--- src/rtl/uart_receiver.sv ---
// UART receiver: 2-flop synchronised rxd, LSB-first byte reassembly, one-cycle result pulses.
// Optional even-parity bit between data and stop when UART_RX_PARITY_EN is defined.
module uart_receiver #(
  parameter int CLKS_PER_BIT = 16,
  parameter int DATA_BITS    = 8
) (
  input  logic                 clk,
  input  logic                 rst,
  input  logic                 SW,
  input  logic                 rxd,
  output logic [DATA_BITS-1:0] word,
  output logic                 recieve_ready,
  output logic                 framing_error,
  output logic                 parity_error,
  output logic                 busy
);

  localparam int H  = CLKS_PER_BIT / 2;
  localparam int CW = $clog2(CLKS_PER_BIT);
  localparam int BW = (DATA_BITS > 1) ? $clog2(DATA_BITS) : 1;

`ifdef UART_RX_PARITY_EN
  typedef enum logic [2:0] {IDLE, START, DATA, PARITY, STOP, BRK} state_t;
`else
  typedef enum logic [2:0] {IDLE, START, DATA, STOP, BRK} state_t;
`endif

  state_t               state;
  logic                 rxd_m, rxd_s;
  logic [CW-1:0]        clk_cnt;
  logic [BW-1:0]        bit_cnt;
  logic [DATA_BITS-1:0] shreg;
  logic                 at_bit;
`ifdef UART_RX_PARITY_EN
  logic                 par_bit;
`endif

  // Full-bit sample point; START uses its own half-bit compare.
  assign at_bit = (clk_cnt == CW'(CLKS_PER_BIT - 1));
  assign busy   = (state != IDLE);

`ifndef UART_RX_PARITY_EN
  assign parity_error = 1'b0;
`endif

  always_ff @(posedge clk) begin
    if (rst) begin
      state         <= IDLE;
      rxd_m         <= 1'b1;
      rxd_s         <= 1'b1;
      clk_cnt       <= '0;
      bit_cnt       <= '0;
      shreg         <= '0;
      word          <= '0;
      recieve_ready <= 1'b0;
      framing_error <= 1'b0;
`ifdef UART_RX_PARITY_EN
      par_bit       <= 1'b0;
      parity_error  <= 1'b0;
`endif
    end else begin
      rxd_m         <= rxd;
      rxd_s         <= rxd_m;
      recieve_ready <= 1'b0;
      framing_error <= 1'b0;
`ifdef UART_RX_PARITY_EN
      parity_error  <= 1'b0;
`endif
      if (!SW) begin
        state   <= IDLE;
        clk_cnt <= '0;
        bit_cnt <= '0;
      end else begin
        case (state)
          IDLE: begin
            clk_cnt <= '0;
            if (!rxd_s) state <= START;
          end
          START: begin
            if (clk_cnt == CW'(H - 1)) begin
              clk_cnt <= '0;
              bit_cnt <= '0;
              state   <= rxd_s ? IDLE : DATA;
            end else clk_cnt <= clk_cnt + 1'b1;
          end
          DATA: begin
            if (at_bit) begin
              clk_cnt <= '0;
              shreg   <= {rxd_s, shreg[DATA_BITS-1:1]};
              if (bit_cnt == BW'(DATA_BITS - 1)) begin
                bit_cnt <= '0;
`ifdef UART_RX_PARITY_EN
                state   <= PARITY;
`else
                state   <= STOP;
`endif
              end else bit_cnt <= bit_cnt + 1'b1;
            end else clk_cnt <= clk_cnt + 1'b1;
          end
`ifdef UART_RX_PARITY_EN
          PARITY: begin
            if (at_bit) begin
              clk_cnt <= '0;
              par_bit <= rxd_s;
              state   <= STOP;
            end else clk_cnt <= clk_cnt + 1'b1;
          end
`endif
          STOP: begin
            if (at_bit) begin
              clk_cnt <= '0;
              if (rxd_s) begin
                state <= IDLE;
`ifdef UART_RX_PARITY_EN
                if (^{shreg, par_bit}) parity_error <= 1'b1;
                else begin
                  word          <= shreg;
                  recieve_ready <= 1'b1;
                end
`else
                word          <= shreg;
                recieve_ready <= 1'b1;
`endif
              end else begin
                framing_error <= 1'b1;
                state         <= BRK;
              end
            end else clk_cnt <= clk_cnt + 1'b1;
          end
          // Held-low line: wait for idle so it is not re-read as start bits.
          BRK: if (rxd_s) state <= IDLE;
          default: state <= IDLE;
        endcase
      end
    end
  end

endmodule
--- config.mk ---
export PLATFORM = sky130hd
export DESIGN_NAME = uart_receiver
export DESIGN_NICKNAME = d
export VERILOG_FILES = /design/src/rtl/uart_receiver.sv
export SDC_FILE = /design/constraint.sdc
export NUM_CORES = 1
export LEC_CHECK = 0
export CAP_MARGIN = 0
export CORE_ASPECT_RATIO = 0.9
export CORE_MARGIN = 1.5
export CORE_UTILIZATION = 54
export CTS_CLUSTER_DIAMETER = 120
export DETAILED_ROUTE_END_ITERATION = 16
export HOLD_SLACK_MARGIN = 0.05
export PLACE_DENSITY = 0.77
export SYNTH_ARGS = -nofsm -noshare
export SYNTH_HDL_FRONTEND = slang
export SYNTH_SLANG_ARGS = --single-unit
--- constraint.sdc ---
create_clock -name clk -period 2.12 [get_ports clk]
set_clock_uncertainty 0.2 [all_clocks]
set_input_delay 0.318 -clock clk [delete_from_list [all_inputs] [get_ports clk]]
set_output_delay 0.318 -clock clk [all_outputs]
set_load 0.1 [all_outputs]
# Word-level counts from Yosys, hierarchy flattened
# Index checks and enable logic that the tools add are counted.
[word_totals]
ff_bits = 30
output_inout_bits = 12
elab_cells = 56
[classes]
add_sub_neg = 2
n_eq_ne = 13
muxes = 18
bitwise = 3
reduce_logical = 11
[ops]
columns = ["op", "n"]
rows = [
  ["$mux W3", 10],
  ["$pmux W3 S5", 1],
  ["$ne A2 B2 Y1 const B", 6],
  ["$pmux W4 S3", 1],
  ["$mux W4", 2],
  ["$eq A3 B2 Y1 const B", 2],
  ["$eq A3 B3 Y1 const B", 2],
  ["$pmux W3 S2", 1],
  ["$reduce_and A3 Y1", 2],
  ["$reduce_and A6 Y1", 1],
  ["$reduce_bool A3 Y1", 2],
  ["$add A4 B1 Y4 const B", 1],
  ["$eq A4 B3 Y1 const B", 1],
  ["$eq A4 B4 Y1 const B", 1],
  ["$reduce_and A4 Y1", 1],
  ["$reduce_or A2 Y1", 2],
  ["$reduce_or A4 Y1", 1],
  ["$add A3 B1 Y3 const B", 1],
  ["$eq A3 B1 Y1 const B", 1],
  ["$logic_not A3 Y1", 1],
  ["$not A1 Y1", 3],
  ["$mux W1", 2],
  ["$mux W2", 1],
  ["$reduce_bool A2 Y1", 1],
]

# Longest topological paths before layout
[depth]
ltp_word = 4
ltp_mapped = 7
mapped_depth_nobuf = 5

# Least setup slack after synthesis
# OpenSTA, ideal clock, no wires.
[synth_path]
kind = "register -> output"
start = "register state[2]"
end = "output port busy"
arrival_ns = 1.404
t_required_ns = 1.602
setup_slack_ns = 0.198
stages_incl_launch_ff = 3
path_cell_list = "dfxtp_1 -> clkbuf_1 -> or3_1"
[synth_between]
elab_chain_cells = 1
[synth_rtl]
columns = ["element", "line", "source"]
rows = [
  ["start: declaration", "28", "state_t state;"],
  ["start signal: assignment", "83", "state <= rxd_s ? IDLE : DATA;"],
  ["$reduce_bool A3 Y1", "40", "assign busy = (state != IDLE);"],
  ["end: declaration", "15", "output logic busy"],
]
# No other way between the ends.

# Final worst setup path
# Ends and elaborated chain as after synthesis.

==> impl_metrics.env <==
export IMPL_status="complete, no violations"
export IMPL_wl_per_cell_um=14.4
export IMPL_syn_to_final_growth_pct=14.0
export IMPL_synthArstFlopShare_pct=0
export IMPL_synth_compound_area_share_pct=20.7
export IMPL_rows=17
export IMPL_synth_xor_area_share_pct=0
export IMPL_worst_hold_slack_ps=220
export IMPL_synth_most_common_cell="dfxtp_1"
export IMPL_via_per_inst=6.00
export IMPL_grt_busiest_layer="met2"
export IMPL_grt_pass1_wl_um=4840
export IMPL_drv_cap=0
export IMPL_use_met3_pct=5.32
export IMPL_synth_main_ff_cell="dfxtp_1"
export IMPL_p_sw_mw=0.223
export IMPL_yosysUniqueCellTypes=38
export IMPL_power_frac_seq_pct=59.0
export IMPL_gr_usage_met1_pct=29.0
export IMPL_yosys_top_cells_count="30 x dfxtp_1, 20 x nand3_1, 18 x a21oi_1, 11 x nand2_1, 9 x o21ai_0"
export IMPL_use_met2_pct=32.8
export IMPL_cp_required_ps=1600
export IMPL_syn_nets=167
export IMPL_worstMarginPinSlew_ps=549
export IMPL_antenna_left=0
export IMPL_crit_path_cell_trace="or3_1, buf_12"
export IMPL_first_iter_violations=24
export IMPL_hold_buffers=0
export IMPL_crit_type="flop to primary output"
export IMPL_ios=16
export IMPL_max_slew_margin_pct=63.4
export IMPL_nets=178
export IMPL_placement_io_buffers=14
export IMPL_clkLatencyLatePin_ps=340
export IMPL_worstPathArrival_ps=1450
export IMPL_layout_drive_gt1_share_pct=20.3
export IMPL_swShare_pct=23.2
export IMPL_yosysSeqAreaShare_pct=43.1
export IMPL_setup_viol=0
export IMPL_cts_resized=0
export IMPL_design_area_um2=1590
export IMPL_synth_fa_ha_area_share_pct=2.70
export IMPL_max_freq_mhz=508
export IMPL_path_delay_family="flip-flops"
export IMPL_drcViolationCount=0
export IMPL_die_y_um=51.2
export IMPL_ir_drop_uv=546
export IMPL_syn_area_per_cell_um2=8.70
export IMPL_internal_power_mw=0.739
export IMPL_place_congestion=0.771
export IMPL_p_comb_share_pct=4.0
export IMPL_fin_tns_setup_ps=0
export IMPL_vias=1200
export IMPL_htreeDepth=2
export IMPL_core_area_um2=2450
export IMPL_die_area_um2=2890
export IMPL_crit_slowest_cell="dfxtp_1"
export IMPL_drt_first_pass_iters=4
export IMPL_grt_pass1_vias=1087
export IMPL_fillers=202
export IMPL_grt_total_usage_pct=22.0
export IMPL_cts_setup_buffers=0
export IMPL_cellLeakagePower_nw=0.581
export IMPL_wl_um=2870
export IMPL_start_util_pct=56.9
export IMPL_place_area_um2=1530
export IMPL_synth_mux_area_share_pct=1.44
export IMPL_power_density_nw_per_um2=606
export IMPL_start_kind="flop"
export IMPL_synth_top_family_by_area="simple AND/OR/NAND/NOR gates"
export IMPL_report_final_slew_viol_count=0
export IMPL_clk_pin_slew_ps=100
export IMPL_rsz0062_at_grt="no"
export IMPL_cp_num_buf_inv=1
export IMPL_die_w_um=56.5
export IMPL_synth_area_leaders="dfxtp_1 43%, nand3_1 7.2%, a21oi_1 6.5%"
export IMPL_synth_edf_count=0
export IMPL_synth_area_um2=1390
export IMPL_critical_path_max_stage_delay_ps=490
export IMPL_netlist_area_leader_share_pct=43.1
export IMPL_overflow=0
export IMPL_critical_path_max_fanout=17
export IMPL_min_period_ps=1970
export IMPL_cts_buffers=5
export IMPL_yosysTopAreaCell="dfxtp_1"
export IMPL_power_mw=0.963
export IMPL_clk_path_buf_depth=2
export IMPL_yosys_register_bits=30
export IMPL_synthCells=160
export IMPL_hp_class="flop to flop"
export IMPL_fin_crit_sh_pct=92.8
export IMPL_yosysWarnings=0
export IMPL_cts_sink_count=30
export IMPL_hold_violations=0
export IMPL_antennaDiodeCount=0
export IMPL_cts_root_buf="clkbuf_4"
export IMPL_tritoncts="done"
export IMPL_end_kind="primary output"
export IMPL_grt_max_degree=19
export IMPL_antenna_found_initial=0
export IMPL_dp_hpwl_um=2000
export IMPL_pwr_share_clk_pct=37.0
export IMPL_synthSimpleGateAreaFrac_pct=26.0
## state kept, by name, indices dropped and copies added, names as in the netlist
signal / flops
framing_error: 1
rxd_m: 1
rxd_s: 1
word: 8
state: 3
bit_cnt: 3
shreg: 8
clk_cnt: 4
recieve_ready: 1
## final cells by class
type	count	area, µm²	area share (%)
clock inverter	1	5.00	0.315
multi-input combinational	112	711	44.8
sequential	30	601	37.8
inverter	1	3.75	0.236
tap	28	35.0	2.21
timing repair buffer	21	178	11.2
clock buffer	7	55.1	3.47
## cell families after synthesis
kind of cell,after synthesis
buffers and inverters,18
other,1
adders and majority gates,3
and+or+nand+nor,62
DFF,30
muxes,2
AOI/OAI and AO/OA,44
## cell usage in the layout (no fill, tap or decap), types with 2 or more instances in the layout
| master | Yosys | final |
|---|---|---|
| and4_1 | 2 | 2 |
| a21oi_1 | 18 | 18 |
| nand3b_1 | 3 | 3 |
| or2_2 | 3 | 3 |
| a21bo_2 | 6 | 6 |
| nand4_1 | 2 | 2 |
| buf_4 | 1 | 17 |
| nor2_1 | 3 | 3 |
| nor3_1 | 2 | 2 |
| clkbuf_4 | 0 | 5 |
| or3_1 | 2 | 2 |
| ha_1 | 3 | 3 |
| mux2i_1 | 2 | 2 |
| nand3_1 | 20 | 20 |
| dfxtp_1 | 30 | 30 |
| a41oi_1 | 2 | 2 |
| and4b_1 | 2 | 2 |
| nand2b_1 | 2 | 2 |
| clkdlybuf4s50_1 | 0 | 3 |
| nor2b_1 | 2 | 2 |
| a21bo_1 | 2 | 2 |
| nand2_1 | 11 | 11 |
| o21ai_0 | 9 | 9 |
| o22ai_1 | 2 | 2 |
| nand4b_1 | 2 | 2 |
## worst register-to-register path, delay by kind of cell (launching register included)
kind,cells,cell delay (ps)
compound gates,2,280
fa+ha+maj,1,260
flops,1,400
simple gates,1,570
## through the flow
| step | utilization, % | std cells | setup slack, ps |
|---|---|---|---|
| 2_1_floorplan | - | 160 | 198 |
| 3_3_place_gp | 62.5 | 192 | 359 |
| 3_5_place_dp | 62.5 | 192 | 304 |
| 4_1_cts | 64.9 | 200 | 158 |
| 5_1_grt | 64.9 | 200 | 104 |
| 6_report | 64.9 | 200 | 153 |
## per-layer routing
metal	share of wire, %	wire [µm]
met5	0	0
met4	2.4	68
met1	49	1410
met2	45	1280
met3	3.9	111
## final timing paths
check                           from                    end  slack [ps]  cells after the start
max            state[2]$_SDFFE_PP0P_                   busy         150                      2
min                 rxd_m$_SDFF_PP1_       rxd_s$_SDFF_PP1_         220                      1
max reg2reg  clk_cnt[0]$_SDFFE_PP0P_  shreg[5]$_SDFFE_PP0P_         310                      4
min reg2reg         rxd_m$_SDFF_PP1_       rxd_s$_SDFF_PP1_         220                      1
## power groups by stage
stage,clock [mW],sequential (mW),combinational [mW]
after floorplan,0,0.580,0.0263
after global placement,0,0.581,0.0375
after detailed placement,0,0.581,0.0383
after CTS,0.360,0.568,0.0386
after global routing,0.388,0.569,0.0415
final,0.356,0.568,0.0387
(Power assumes the default switching activity.)
